==> config.mk <==
export PLATFORM = sky130hd
export DESIGN_NAME = fft_pad_serializer_flat
export DESIGN_NICKNAME = d
export VERILOG_FILES = /design/src/rtl/fft_pad_serializer_if.sv /design/src/rtl/fft_pad_serializer.sv /design/src/flat_wrapper.sv
export SDC_FILE = /design/constraint.sdc
export NUM_CORES = 1
export LEC_CHECK = 0
export BUFFER_PORTS_ARGS = -buffer_cell sky130_fd_sc_hd__clkbuf_2
export CAP_MARGIN = 0
export CORE_MARGIN = 10
export CORE_UTILIZATION = 40
export DETAILED_ROUTE_END_ITERATION = 6
export PLACE_DENSITY = 0.66
export SYNTH_ARGS = -nofsm -noshare
export SYNTH_HDL_FRONTEND = slang
export SYNTH_SLANG_ARGS = --single-unit
==> constraint.sdc <==
create_clock -name clk -period 3.1 [get_ports clk]
set_input_delay 0.155 -clock clk [delete_from_list [all_inputs] [get_ports clk]]
set_output_delay 0.155 -clock clk [all_outputs]
set_load 0.05 [all_outputs]
==> src/rtl/fft_pad_serializer_if.sv <==
// Bundle of result-side and pad-side signals for the FFT output serializer.
// The slave modport is the serializer itself; the master modport is whatever
// feeds results in and watches the pads.
interface fft_pad_serializer_if #(
  parameter int DATA_W = 19,
  parameter int ADDR_W = 6,
  parameter int LANES  = 8,
  parameter int DEPTH  = 4
);
  localparam int LVL_W = $clog2(DEPTH + 1);

  logic              in_vld;
  logic [ADDR_W-1:0] in_addr;
  logic [DATA_W-1:0] in_dor;
  logic [DATA_W-1:0] in_doi;
  logic              out_en;
  logic              clr;
  logic [LANES-1:0]  pad_d;
  logic              pad_vld;
  logic              pad_frm;
  logic [LVL_W-1:0]  level;
  logic              full;
  logic              drop;

  modport master (
    output in_vld, in_addr, in_dor, in_doi, out_en, clr,
    input  pad_d, pad_vld, pad_frm, level, full, drop
  );

  modport slave (
    input  in_vld, in_addr, in_dor, in_doi, out_en, clr,
    output pad_d, pad_vld, pad_frm, level, full, drop
  );
endinterface

==> src/rtl/fft_pad_serializer.sv <==
// Output serializer for the FFT core: buffers {addr, doi, dor} result words in
// a small circular FIFO and shifts each one out over LANES pads, LSB beat
// first, with a frame strobe on beat 0. The core cannot be stalled, so words
// arriving while the FIFO is full (and not draining) are dropped and flagged.
module fft_pad_serializer #(
  parameter int DATA_W = 19,
  parameter int ADDR_W = 6,
  parameter int LANES  = 8,
  parameter int DEPTH  = 4
) (
  input logic                 clk,
  input logic                 rst,
  fft_pad_serializer_if.slave bus
);
  localparam int W      = ADDR_W + 2 * DATA_W;
  localparam int BEATS  = (W + LANES - 1) / LANES;
  localparam int SR_W   = BEATS * LANES;
  localparam int PTR_W  = $clog2(DEPTH);
  localparam int LVL_W  = $clog2(DEPTH + 1);
  localparam int BEAT_W = (BEATS > 1) ? $clog2(BEATS) : 1;

  localparam logic [LVL_W-1:0]  DEPTH_L   = LVL_W'(DEPTH);
  localparam logic [PTR_W-1:0]  PTR_LAST  = PTR_W'(DEPTH - 1);
  localparam logic [BEAT_W-1:0] BEAT_LAST = BEAT_W'(BEATS - 1);

  typedef enum logic {IDLE, SHIFT} state_t;

  state_t            state;
  logic [W-1:0]      mem [DEPTH];
  logic [PTR_W-1:0]  wr_ptr;
  logic [PTR_W-1:0]  rd_ptr;
  logic [LVL_W-1:0]  level_q;
  logic              full_q;
  logic              drop_q;
  logic [BEAT_W-1:0] beat;
  logic [SR_W-1:0]   shreg;
  logic [LANES-1:0]  pad_d_q;
  logic              pad_vld_q;
  logic              pad_frm_q;

  logic [W-1:0]      in_word;
  logic [SR_W-1:0]   head_word;
  logic              pop;
  logic              push;
  logic              lose;
  logic [LVL_W-1:0]  level_next;

  // Pack the incoming word, zero-extend the head word to whole beats, and
  // decide push/pop/drop for this cycle. A pop frees a slot, so a full FIFO
  // still accepts a word in the same cycle it hands one to the shifter.
  always_comb begin
    in_word   = {bus.in_addr, bus.in_doi, bus.in_dor};
    head_word = '0;
    head_word[W-1:0] = mem[rd_ptr];
    pop  = bus.out_en && (level_q != '0) && ((state == IDLE) || (beat == BEAT_LAST));
    push = bus.in_vld && ((level_q != DEPTH_L) || pop);
    lose = bus.in_vld && !push;
    level_next = level_q;
    if (push && !pop) begin
      level_next = level_q + 1'b1;
    end else if (pop && !push) begin
      level_next = level_q - 1'b1;
    end
  end

  // FIFO storage; contents need no reset because the pointers and level do.
  always_ff @(posedge clk) begin
    if (push) begin
      mem[wr_ptr] <= in_word;
    end
  end

  // FIFO pointers, occupancy, full flag and the sticky drop flag.
  always_ff @(posedge clk or posedge rst) begin
    if (rst) begin
      wr_ptr  <= '0;
      rd_ptr  <= '0;
      level_q <= '0;
      full_q  <= 1'b0;
      drop_q  <= 1'b0;
    end else begin
      if (push) begin
        wr_ptr <= (wr_ptr == PTR_LAST) ? '0 : wr_ptr + 1'b1;
      end
      if (pop) begin
        rd_ptr <= (rd_ptr == PTR_LAST) ? '0 : rd_ptr + 1'b1;
      end
      level_q <= level_next;
      full_q  <= (level_next == DEPTH_L);
      if (lose) begin
        drop_q <= 1'b1;
      end else if (bus.clr) begin
        drop_q <= 1'b0;
      end
    end
  end

  // Shift FSM with registered pad outputs; everything freezes while out_en is low.
  always_ff @(posedge clk or posedge rst) begin
    if (rst) begin
      state     <= IDLE;
      beat      <= '0;
      shreg     <= '0;
      pad_d_q   <= '0;
      pad_vld_q <= 1'b0;
      pad_frm_q <= 1'b0;
    end else if (bus.out_en) begin
      if (pop) begin
        state     <= SHIFT;
        beat      <= '0;
        pad_d_q   <= head_word[LANES-1:0];
        shreg     <= head_word >> LANES;
        pad_vld_q <= 1'b1;
        pad_frm_q <= 1'b1;
      end else if (state == SHIFT) begin
        if (beat != BEAT_LAST) begin
          beat      <= beat + 1'b1;
          pad_d_q   <= shreg[LANES-1:0];
          shreg     <= shreg >> LANES;
          pad_frm_q <= 1'b0;
        end else begin
          state     <= IDLE;
          beat      <= '0;
          pad_d_q   <= '0;
          pad_vld_q <= 1'b0;
          pad_frm_q <= 1'b0;
        end
      end
    end
  end

  assign bus.pad_d   = pad_d_q;
  assign bus.pad_vld = pad_vld_q;
  assign bus.pad_frm = pad_frm_q;
  assign bus.level   = level_q;
  assign bus.full    = full_q;
  assign bus.drop    = drop_q;
endmodule

==> src/flat_wrapper.sv <==
// flat-port wrapper written by rule: the top's interface ports become plain ports
module fft_pad_serializer_flat 
#(
  parameter int DATA_W = 19,
  parameter int ADDR_W = 6,
  parameter int LANES  = 8,
  parameter int DEPTH  = 4
)
  (clk, rst, bus_in_vld, bus_in_addr, bus_in_dor, bus_in_doi, bus_out_en, bus_clr, bus_pad_d, bus_pad_vld, bus_pad_frm, bus_level, bus_full, bus_drop);
  fft_pad_serializer_if #(.DATA_W(DATA_W), .ADDR_W(ADDR_W), .LANES(LANES), .DEPTH(DEPTH)) bus_i ();
  input logic clk;
  input logic rst;
  input wire logic [$bits(bus_i.in_vld)-1:0] bus_in_vld;
  input wire logic [$bits(bus_i.in_addr)-1:0] bus_in_addr;
  input wire logic [$bits(bus_i.in_dor)-1:0] bus_in_dor;
  input wire logic [$bits(bus_i.in_doi)-1:0] bus_in_doi;
  input wire logic [$bits(bus_i.out_en)-1:0] bus_out_en;
  input wire logic [$bits(bus_i.clr)-1:0] bus_clr;
  output wire logic [$bits(bus_i.pad_d)-1:0] bus_pad_d;
  output wire logic [$bits(bus_i.pad_vld)-1:0] bus_pad_vld;
  output wire logic [$bits(bus_i.pad_frm)-1:0] bus_pad_frm;
  output wire logic [$bits(bus_i.level)-1:0] bus_level;
  output wire logic [$bits(bus_i.full)-1:0] bus_full;
  output wire logic [$bits(bus_i.drop)-1:0] bus_drop;
  assign bus_i.in_vld = bus_in_vld;
  assign bus_i.in_addr = bus_in_addr;
  assign bus_i.in_dor = bus_in_dor;
  assign bus_i.in_doi = bus_in_doi;
  assign bus_i.out_en = bus_out_en;
  assign bus_i.clr = bus_clr;
  assign bus_pad_d = bus_i.pad_d;
  assign bus_pad_vld = bus_i.pad_vld;
  assign bus_pad_frm = bus_i.pad_frm;
  assign bus_level = bus_i.level;
  assign bus_full = bus_i.full;
  assign bus_drop = bus_i.drop;
  fft_pad_serializer #(.DATA_W(DATA_W), .ADDR_W(ADDR_W), .LANES(LANES), .DEPTH(DEPTH)) u_core (.clk(clk), .rst(rst), .bus(bus_i));
endmodule
==> flow_summary.json, run 1 <==
{
  "cts_root_buf": "clkbuf_16",
  "drive_gt1_share_pct": 26.9,
  "start_kind": "register",
  "tightestPinTransition_ns": 0.972,
  "wire_per_inst_um": 19.7,
  "die_area_mm2": 0.0291,
  "placedInstanceArea_mm2": 0.00985,
  "fmax_ghz": 0.374,
  "route.detailed.drc": 0,
  "ys_seq_elements": 235,
  "yosys.area.top_type": "edfxtp_1",
  "cts.sinks": 235,
  "relSlewSlack_pct": 35.1,
  "maxSlewViolCount": 0,
  "critical-path-top-delay-family": "compound AO/OA/AOI/OAI gates",
  "start_util_pct": 40.3,
  "insertion_delay_ns": 0.50,
  "final_cell_mix": "176 x edfxtp_1, 63 x clkbuf_2, 57 x dfrtp_1, 47 x dlygate4sd3_1, 44 x mux4_2",
  "wl_met3_um": 894,
  "yosys-top-cells-area": "edfxtp_1 58%, dfrtp_1 16%, mux4_2 11%",
  "grt-ovfl-total": 0,
  "grt_max_degree": 53,
  "vias": 4763,
  "cp_data_arrival_time_ns": 2.85,
  "nets": 675,
  "p_leak_nw": 4.05,
  "tns_ns": 0,
  "cts-htree-levels": 1,
  "path_class": "register to register",
  "grt_pass1_vias": 5190,
  "met1_length_um": 7500,
  "fin_skew_ns": 0.00680,
  "irDropWorstVdd_mv": 0.358,
  "hpwlAfterDp_um": 11300,
  "worstPathRequired_ns": 3.28,
  "die_w_um": 171,
  "layout_commonest_cell": "edfxtp_1",
  "wl_met2_um": 9520,
  "final_cells": 921,
  "first_iter_violations": 290,
  "power-per-cell-area_mw_per_mm2": 928,
  "async_reset_ff_share_pct": 25.1,
  "placed_cells": 831,
  "cts_hold_buf": 47,
  "intPower_mw": 7.13,
  "holdWs_ns": 0.0921,
  "wirelength_um": 18200,
  "r2r_slack_ns": 0.43,
  "pre_cts_ws_ns": 0.447,
  "syn_nets": 552,
  "setup_violations": 0,
  "p_sw_share_pct": 30.8,
  "clock_power_share_pct": 27.3,
  "drt_first_pass_iters": 4,
  "finish.utilization_pct": 49.3,
  "maxCapViolations": 0,
  "power_frac_seq_pct": 45.1,
  "ys.flop_type": "edfxtp_1",
  "ys_types": 39,
  "fin_ws_ns": 0.429,
  "cts_buffers": 23,
  "routed.top_layer": "met4",
  "cp_slowest_cell": "a211o_4",
  "totalPowerFinal_mw": 10.3,
  "hold_class": "input pin to register",
  "viasPerCell": 5.17,
  "grt_pass1_wl_um": 28900,
  "finalHoldViolCount": 0,
  "synth_top_area_share_pct": 58.2,
  "end_kind": "register",
  "grt_usage_pct": 12.5,
  "comb_power_share_pct": 27.6,
  "rsz0062_at_grt": "false",
  "syn_area_mm2": 0.00907,
  "outcome": "completed",
  "synthCells": 495,
  "critPathMaxStageDelay_ns": 0.43,
  "post-cts-setup-buffer-count": 0,
  "n_fill_cell": 1798,
  "area_growth_pct": 22.3,
  "fin_crit_sh_pct": 86.2,
  "fin_crit_ns": 2.67,
  "yosys_warnings": 0,
  "antenna_left": 0,
  "rows": 55,
  "cts.path.max_buffers": 3,
  "globalplace.congestion": 0.759,
  "cp.buffers_inverters": 2,
  "antenna_found_initial": 1,
  "io_buffers": 63,
  "post_cts_resize_count": 0,
  "die_y_um": 171,
  "avgSynthCellArea_um2": 18.3,
  "synth_enable_flop_cells": 176,
  "cp_cell_sequence": "inv_1 -> ha_1 -> nor2b_1 -> a211o_4 -> a31oi_2 -> and2_2 -> buf_12",
  "core_mm2": 0.0225,
  "seq_area_frac_synth_pct": 74.5,
  "ios": 64,
  "critPathMaxFanout": 44,
  "clk_pin_slew_worst_paths_ns": 0.06,
  "p_sw_mw": 3.17,
  "cts_tree": "yes",
  "final_cell_area_mm2": 0.0111
}
==> worst paths after layout <==
kind / to / cells after the start / from
setup / recovery: u_core.mem[2][21] / 7 / u_core.bus.level[1]
hold / removal: u_core.bus.drop / 3 / bus_in_vld
setup reg to reg: u_core.mem[2][21] / 7 / u_core.bus.level[1]
hold reg to reg: u_core.bus.pad_d[2] / 2 / u_core.bus.pad_d[2]
max in group asynchronous: u_core.shreg[28] / 4 / rst
min in group asynchronous: u_core.shreg[0] / 3 / rst
==> metal layers <==
layer,track usage (%),up-vias
met3,2.26,17
met4,3.51,0
met1,15.8,2450
met5,0,-
met2,21.6,114
li1,-,2182
==> worst register-to-register path, cell delays in order (launching register included) <==
cell	delay [ns]
dfrtp_1	0.42
inv_1	0.09
ha_1	0.26
nor2b_1	0.20
a211o_4	0.43
a31oi_2	0.39
and2_2	0.25
buf_12	0.29
==> cells in the mapped netlist, drive strengths merged, types with 3 or more instances <==
master,number
edfxtp,176
dfrtp,59
mux4,44
nand2,43
o21ai,37
mux2i,24
clkbuf,16
inv,15
buf,10
a22o,9
a21oi,8
a22oi,8
ha,8
and2,5
nor2,5
o22ai,4
nor3,3
==> power groups by stage <==
stage	Combinational (mW)	Clock, mW	Sequential [mW]
floorplan	1.82	0	4.78
global placement	2.75	0	4.66
detailed placement	2.83	0	4.71
CTS	2.90	2.88	4.65
global route	3.08	3.01	4.73
finish	2.84	2.81	4.65
==> sequential cells by signal (all words and copies together), names as in the netlist <==
signal / flops
u_core.beat: 3
u_core.bus.pad_frm: 1
u_core.bus.level: 3
u_core.bus.drop: 1
u_core.shreg: 36
u_core.bus.pad_vld: 1
u_core.bus.full: 1
u_core.bus.pad_d: 8
u_core.rd_ptr: 2
u_core.mem: 176
u_core.state: 1
u_core.wr_ptr: 2
==> logic make-up (layout without fill, tap and decap cells) <==
| family | after synthesis | after routing | share of synthesized area [%] |
|---|---|---|---|
| fa+ha+maj | 8 | 8 | 1.10 |
| flops | 235 | 235 | 74.5 |
| xor+xnor | 2 | 2 | 0.193 |
| simple gates | 62 | 62 | 3.10 |
| compound gates | 78 | 78 | 5.56 |
| buf+inv | 41 | 181 | 1.85 |
| other cells | 0 | 1 | 0 |
| mux | 69 | 69 | 13.7 |
==> area by class of cell <==
class	count	area (µm²)	share of cell area, %
Sequential cell	235	6760	60.9
Clock buffer	32	639	5.76
Tap cell	285	357	3.21
Inverter	15	56.3	0.507
Timing Repair Buffer	124	978	8.82
Multi-Input combinational cell	219	2170	19.5
Clock inverter	10	133	1.19
Antenna cell	1	2.50	0.0225
Power figures use the tool's default switching activity.
==> inputs of run 2 (changes only) <==
--- a/config.mk
+++ b/config.mk
@@ -5,9 +5,10 @@
 export SDC_FILE = /design/constraint.sdc
 export NUM_CORES = 1
 export LEC_CHECK = 0
+export ABC_AREA = 1
 export BUFFER_PORTS_ARGS = -buffer_cell sky130_fd_sc_hd__clkbuf_2
 export CAP_MARGIN = 0
-export CORE_MARGIN = 10
+export CORE_MARGIN = 2
 export CORE_UTILIZATION = 40
 export DETAILED_ROUTE_END_ITERATION = 6
 export PLACE_DENSITY = 0.66
==> run 2 against run 1 <==
  * Die area is 15% lower
  * Clock skew is 0.0013 ns higher
  * Routed wire length is 7.6% higher
  * Core utilization is 0.58 points lower
  * Critical path depth is 1 higher
  * First-iteration DRC count is 21% higher
  * Cell area is 2.5% higher
  * Global-route usage is 3.8 points higher
  * Non-clock buffer count is 4 higher
==> flow_summary.json, run 2 <==
{
  "io_buffers": 63,
  "first_iter_violations": 352,
  "globalplace.congestion": 0.745,
  "cts.path.max_buffers": 3,
  "cts_tree": "yes",
  "ys_seq_elements": 235,
  "cp_cell_sequence": "inv_1 -> ha_1 -> a21oi_4 -> nand2_4 -> a21oi_2 -> inv_1 -> nor2_4 -> buf_4",
  "worstPathRequired_ns": 3.25,
  "yosys_warnings": 0,
  "cp_slowest_cell": "buf_4",
  "placed_cells": 1135,
  "fin_skew_ns": 0.00810,
  "irDropWorstVdd_mv": 0.487,
  "top_register": "u_core.mem",
  "tns_ns": 0,
  "post_cts_resize_count": 0,
  "critPathMaxFanout": 30,
  "die_area_mm2": 0.0249,
  "setup_violations": 0,
  "insertion_delay_ns": 0.51,
  "synth_top_area_share_pct": 56.0,
  "final_cells": 1226,
  "yosys.area.top_type": "edfxtp_1",
  "synthCells": 780,
  "placedInstanceArea_mm2": 0.0101,
  "cts-htree-levels": 1,
  "start_kind": "register",
  "worstSetupStartpoint": "u_core.bus.level[0]",
  "yosys.area_share.simple_pct": 11.8,
  "die_y_um": 158,
  "grt_pass1_wl_um": 31700,
  "cts_buffers": 24,
  "rsz0062_at_grt": "false",
  "synth_fa_ha_area_share_pct": 1.06,
  "p_sw_mw": 3.76,
  "wirelength_um": 19500,
  "viasPerCell": 4.98,
  "power_frac_seq_pct": 43.1,
  "grt_usage_pct": 16.3,
  "final_cell_area_mm2": 0.0114,
  "ys_top_cells_by_count": "191 x nand2_1, 176 x edfxtp_1, 75 x o21ai_0",
  "post-cts-setup-buffer-count": 0,
  "hp-start": "bus_in_vld",
  "critPathMaxStageDelay_ns": 0.42,
  "comb_power_share_pct": 29.9,
  "hold_class": "input pin to register",
  "outcome": "completed",
  "route.detailed.drc": 0,
  "final_cell_mix": "191 x nand2_1, 176 x edfxtp_1, 75 x o21ai_0, 63 x clkbuf_2, 60 x nor2_1",
  "vias": 6103,
  "cts.sinks": 235,
  "ios": 64,
  "critical-path-top-delay-family": "buffers and inverters",
  "avgSynthCellArea_um2": 12.1,
  "die_w_um": 158,
  "largest_reg_flops": 176,
  "antenna_left": 0,
  "seq_area_frac_synth_pct": 71.6,
  "syn_area_mm2": 0.00944,
  "end_kind": "register",
  "ys_types": 31,
  "grt-ovfl-total": 0,
  "intPower_mw": 6.88,
  "cp_data_arrival_time_ns": 2.78,
  "fin_crit_ns": 2.63,
  "p_leak_nw": 4.46,
  "grt_max_degree": 99,
  "clock_power_share_pct": 27.1,
  "wire_per_inst_um": 15.9,
  "antenna_found_initial": 0,
  "tightestPinTransition_ns": 0.775,
  "synth_enable_flop_cells": 176,
  "timing.rr.start": "u_core.bus.level[0]",
  "hpwlAfterDp_um": 11700,
  "synth_top_family_by_area": "simple AND/OR/NAND/NOR gates",
  "core_mm2": 0.0233,
  "n_fill_cell": 2052,
  "finalHoldViolCount": 0,
  "path_class": "register to register",
  "drt_first_pass_iters": 4,
  "grt_pass1_vias": 5999,
  "layout_commonest_cell": "nand2_1",
  "synth-xor-area-share_pct": 0.186,
  "yosys-top-cells-area": "edfxtp_1 56%, dfrtp_1 16%, nand2_1 7.6%",
  "muxShareOfSynthArea_pct": 0,
  "nets": 946,
  "fmax_ghz": 0.380,
  "ys.flop_type": "edfxtp_1",
  "num_antenna_cells": 0,
  "start_util_pct": 40.5,
  "p_sw_share_pct": 35.3,
  "drive_gt1_share_pct": 14.8,
  "async_reset_ff_share_pct": 25.1,
  "cts_root_buf": "clkbuf_16",
  "clk_pin_slew_worst_paths_ns": 0.06,
  "synth.most_common_cell": "nand2_1",
  "relSlewSlack_pct": 48.2,
  "synth-compound-area-share_pct": 11.2,
  "cp.buffers_inverters": 3,
  "maxCapViolations": 0,
  "fin_crit_sh_pct": 84.8,
  "area_growth_pct": 20.4,
  "rows": 56,
  "maxSlewViolCount": 0,
  "cpMostUsedCell": "inv_1",
  "power-per-cell-area_mw_per_mm2": 936,
  "syn_nets": 837
}
[run 2: cell types whose count changed after synthesis, moves of 12 or more]
cell      previous run  this run
mux4_2              44         0
o21ai_1             33         0
o21ai_0              4        75
nand3_1              2        14
a21oi_1              8        22
o211ai_1             0        41
mux2i_1             24         0
nand2_1             43       191
nor2_1               5        64
inv_1               15        32
[run 2: path summary, 6_finish.rpt]
path | endpoint | slack, ns | cells after the start
min in group asynchronous | u_core.bus.level[2] | 0.19 | 3
min reg2reg | u_core.bus.pad_vld | 0.47 | 2
min | u_core.bus.drop | 0.12 | 3
max in group asynchronous | u_core.rd_ptr[0] | 1.98 | 4
max | u_core.mem[3][23] | 0.47 | 8
max reg2reg | u_core.mem[3][23] | 0.47 | 8
[run 2: cell type report]
class / count / area (µm²) / share of cell area (%)
inverter: 37 / 141 / 1.24
tap: 319 / 399 / 3.51
clock buffer: 32 / 682 / 6.00
clock inverter: 12 / 123 / 1.08
timing repair buffer: 128 / 946 / 8.32
multi-input combinational: 463 / 2320 / 20.4
sequential: 235 / 6760 / 59.5
[run 2: what timing repair did]
action	4_1_cts	5_1_grt
endpoints found under the hold margin	198	0
endpoints found under the setup margin	0	0
hold buffers	47	0
[run 2: logic make-up after synthesis]
kind of cell / count (synthesis)
AND/OR/NAND/NOR: 281
adder cells (fa/ha/maj): 8
flip-flops: 235
AO/OA/AOI/OAI: 172
buffers and inverters: 82
XOR/XNOR: 2
[run 2: stage by stage]
stage          worst slack (ns)  hold slack (ns)  power [mW]  util, %
2_1_floorplan            -0.218            0.254        6.84        -
3_3_place_gp              0.567            0.179        7.75     43.3
3_5_place_dp              0.478            0.178        7.80     43.3
4_1_cts                   0.459            0.102        10.7     48.7
5_1_grt                   0.232            0.133        11.3     48.7
6_report                  0.472            0.120        10.6     48.7
[run 2: routing by layer]
layer / global-route usage [%] / share of wire (%) / vias to the layer above
li1: - / - / 2979
met1: 22.4 / 45 / 2950
met2: 27.2 / 48 / 150
met3: 2.79 / 5.1 / 24
met4: 3.72 / 1.7 / 0
met5: 0 / 0 / -
[run 2: power groups by stage]
stage                     clock network (mW)  registers, mW  logic [mW]
after floorplan                            0           4.84        2.00
after global placement                     0           4.63        3.12
after detailed placement                   0           4.64        3.16
after CTS                               2.94           4.58        3.23
after global routing                    3.07           4.65        3.58
final                                   2.88           4.58        3.18
[run 2: tightest hold or removal path, cell delays in order]
cell and delay [ns]:
clkbuf_2 0.10, inv_1 0.20, o32ai_1 0.14
==> inputs of run 3 (changes only) <==
==> constraint.sdc (replaced) <==
create_clock -name clk -period 2.12 [get_ports clk]
set_input_delay 0.106 -clock clk [delete_from_list [all_inputs] [get_ports clk]]
set_output_delay 0.106 -clock clk [all_outputs]
set_load 0.05 [all_outputs]
==> run 3 against run 2 <==
  * Largest cell class unchanged
  * Flip-flop and latch count is the same
  * Cell area grew 2.0%
  * First-iteration DRC count up 41%
  * Via count hardly changed
  * Cell count grew 1.2%
  * Critical path type unchanged
  * Combinational power is 56% higher
  * Routed wire length grew 3.5%
==> flow_summary.json, run 3 (same netlist as run 2, synthesis figures left out) <==
{
  "globalplace.congestion": 0.770,
  "cp_slowest_cell": "dfrtp_2",
  "comb_power_share_pct": 31.4,
  "cts.path.max_buffers": 3,
  "fin_crit_ns": 1.95,
  "start_kind": "register",
  "die_area_mm2": 0.0249,
  "cts_buffers": 25,
  "antenna_found_initial": 0,
  "worstSetupStartpoint": "u_core.bus.level[0]",
  "relSlewSlack_pct": 69.3,
  "grt_max_degree": 75,
  "core_mm2": 0.0233,
  "intPower_mw": 10.2,
  "r2r_end": "u_core.mem[3][37]",
  "wirelength_um": 20200,
  "r2r_slack_ns": 0.17,
  "placedInstanceArea_mm2": 0.0103,
  "area_growth_pct": 22.8,
  "vias": 6097,
  "antenna_left": 0,
  "fin_skew_ns": 0.00789,
  "cts-htree-levels": 1,
  "end_kind": "register",
  "grt_usage_pct": 16.9,
  "largest_reg_flops": 176,
  "finish.utilization_pct": 49.7,
  "rows": 56,
  "cp_data_arrival_time_ns": 2.16,
  "grt_pass1_vias": 6026,
  "viasPerCell": 4.91,
  "cpMostUsedCell": "a21oi_4",
  "nets": 960,
  "multi_input_area_mm2": 0.00234,
  "p_sw_share_pct": 35.3,
  "io_buffers": 63,
  "die_y_um": 158,
  "worstPathRequired_ns": 2.33,
  "route.detailed.drc": 0,
  "grt-ovfl-total": 0,
  "post_cts_resize_count": 0,
  "fin_crit_sh_pct": 92.0,
  "irDropWorstVdd_mv": 0.707,
  "tightestPinTransition_ns": 0.458,
  "insertion_delay_ns": 0.52,
  "crit_end": "u_core.mem[3][37]",
  "grt_pass1_wl_um": 32700,
  "finalHoldViolCount": 0,
  "setup_violations": 0,
  "p_leak_nw": 4.56,
  "hold_class": "input pin to register",
  "layout_commonest_cell": "nand2_1",
  "cp_cell_sequence": "inv_2 -> ha_4 -> a21oi_4 -> nand2_4 -> a21oi_4 -> inv_4 -> nor2_4 -> buf_4",
  "p_sw_mw": 5.58,
  "drt_first_pass_iters": 5,
  "maxSlewViolCount": 0,
  "first_iter_violations": 495,
  "n_fill_cell": 2033,
  "outcome": "completed",
  "path_class": "register to register",
  "maxCapViolations": 0,
  "wire_per_inst_um": 16.3,
  "critPathMaxFanout": 16,
  "holdWs_ns": 0.0568,
  "cts.sinks": 235,
  "regArea_mm2": 0.00677,
  "die_w_um": 158,
  "cts_root_buf": "clkbuf_16",
  "hpwlAfterDp_um": 12500,
  "rsz0062_at_grt": "false",
  "r2r.worst_path.cells": 8,
  "totalPowerFinal_mw": 15.8,
  "num_antenna_cells": 0,
  "power-per-cell-area_mw_per_mm2": 1360,
  "cts_tree": "yes",
  "clk_pin_slew_worst_paths_ns": 0.06,
  "fmax_ghz": 0.513,
  "final_cell_area_mm2": 0.0116,
  "critPathMaxStageDelay_ns": 0.40,
  "start_util_pct": 40.5,
  "drive_gt1_share_pct": 16.6,
  "timing.rr.start": "u_core.bus.level[0]",
  "power_frac_seq_pct": 42.2,
  "top_register": "u_core.mem",
  "final_cell_mix": "191 x nand2_1, 176 x edfxtp_1, 75 x o21ai_0, 63 x clkbuf_2, 60 x nor2_1",
  "clock_power_share_pct": 26.4,
  "ios": 64
}
[run 3: cell types whose count changed in the layout (fill, tap and decap cells not counted), sizes merged]
| cell | change |
|---|---|
| inv | +2 |
| clkinv | -2 |
| buf | +13 |
| clkbuf | +5 |
| clkinvlp | -2 |
| bufinv | -1 |
[run 3: power groups by stage]
stage	registers [mW]	clock network, mW	logic [mW]
2_1_floorplan	7.07	0	2.99
3_3_place_gp	6.72	0	4.87
3_5_place_dp	6.75	0	4.97
4_1_cts	6.67	4.27	5.05
5_1_grt	6.77	4.43	5.58
6_report	6.67	4.18	4.97
[run 3: how the worst min path moves through the flow]
| stage | start | end | slack, ns | cells after the start |
|---|---|---|---|---|
| after floorplan | bus_in_dor[0] | u_core.mem[0][0] | 0.20 | 0 |
| after global placement | rst | u_core.bus.pad_d[3] | 0.18 | 3 |
| after detailed placement | rst | u_core.bus.pad_d[7] | 0.18 | 3 |
| after CTS | bus_in_vld | u_core.bus.drop | 0.04 | 3 |
| after global routing | bus_in_vld | u_core.bus.drop | 0.07 | 3 |
| final | bus_in_vld | u_core.bus.drop | 0.06 | 3 |
[run 3: layer usage]
metal	routed length (µm)	vias to the layer above	track usage, %
met1	8970	2892	22.7
met2	9730	154	28.6
met3	1010	38	2.52
li1	-	3013	-
met4	495	0	5.19
met5	0	-	0
[run 3: worst max-delay path, delay by kind of cell (launching register included)]
family / cells / cell delay [ns]
adder cells (fa/ha/maj): 1 / 0.16
flip-flops: 1 / 0.40
buffers and inverters: 3 / 0.45
AND/OR/NAND/NOR: 2 / 0.22
AO/OA/AOI/OAI: 2 / 0.39
[run 3: stage by stage]
stage                     TNS, ns  setup WS (ns)  std cells
after floorplan            -69.70         -0.413        780
after global placement          0          0.206       1148
after detailed placement        0          0.171       1148
after CTS                       0          0.163       1241
after global routing            0         0.0324       1241
final                           0          0.170       1241
[run 3: cell type report]
class                           instances  area share (%)
Clock inverter                          9           0.712
Timing Repair Buffer                  141            9.97
Multi-Input combinational cell        463            20.2
Tap cell                              319            3.44
Inverter                               37            1.24
Clock buffer                           37            6.13
Sequential cell                       235            58.3
[run 3: repair_timing]
| action | CTS | global route |
|---|---|---|
| hold endpoints to repair | 237 | 0 |
| hold buffers | 47 | 0 |
| buffers inserted | 0 | 0 |
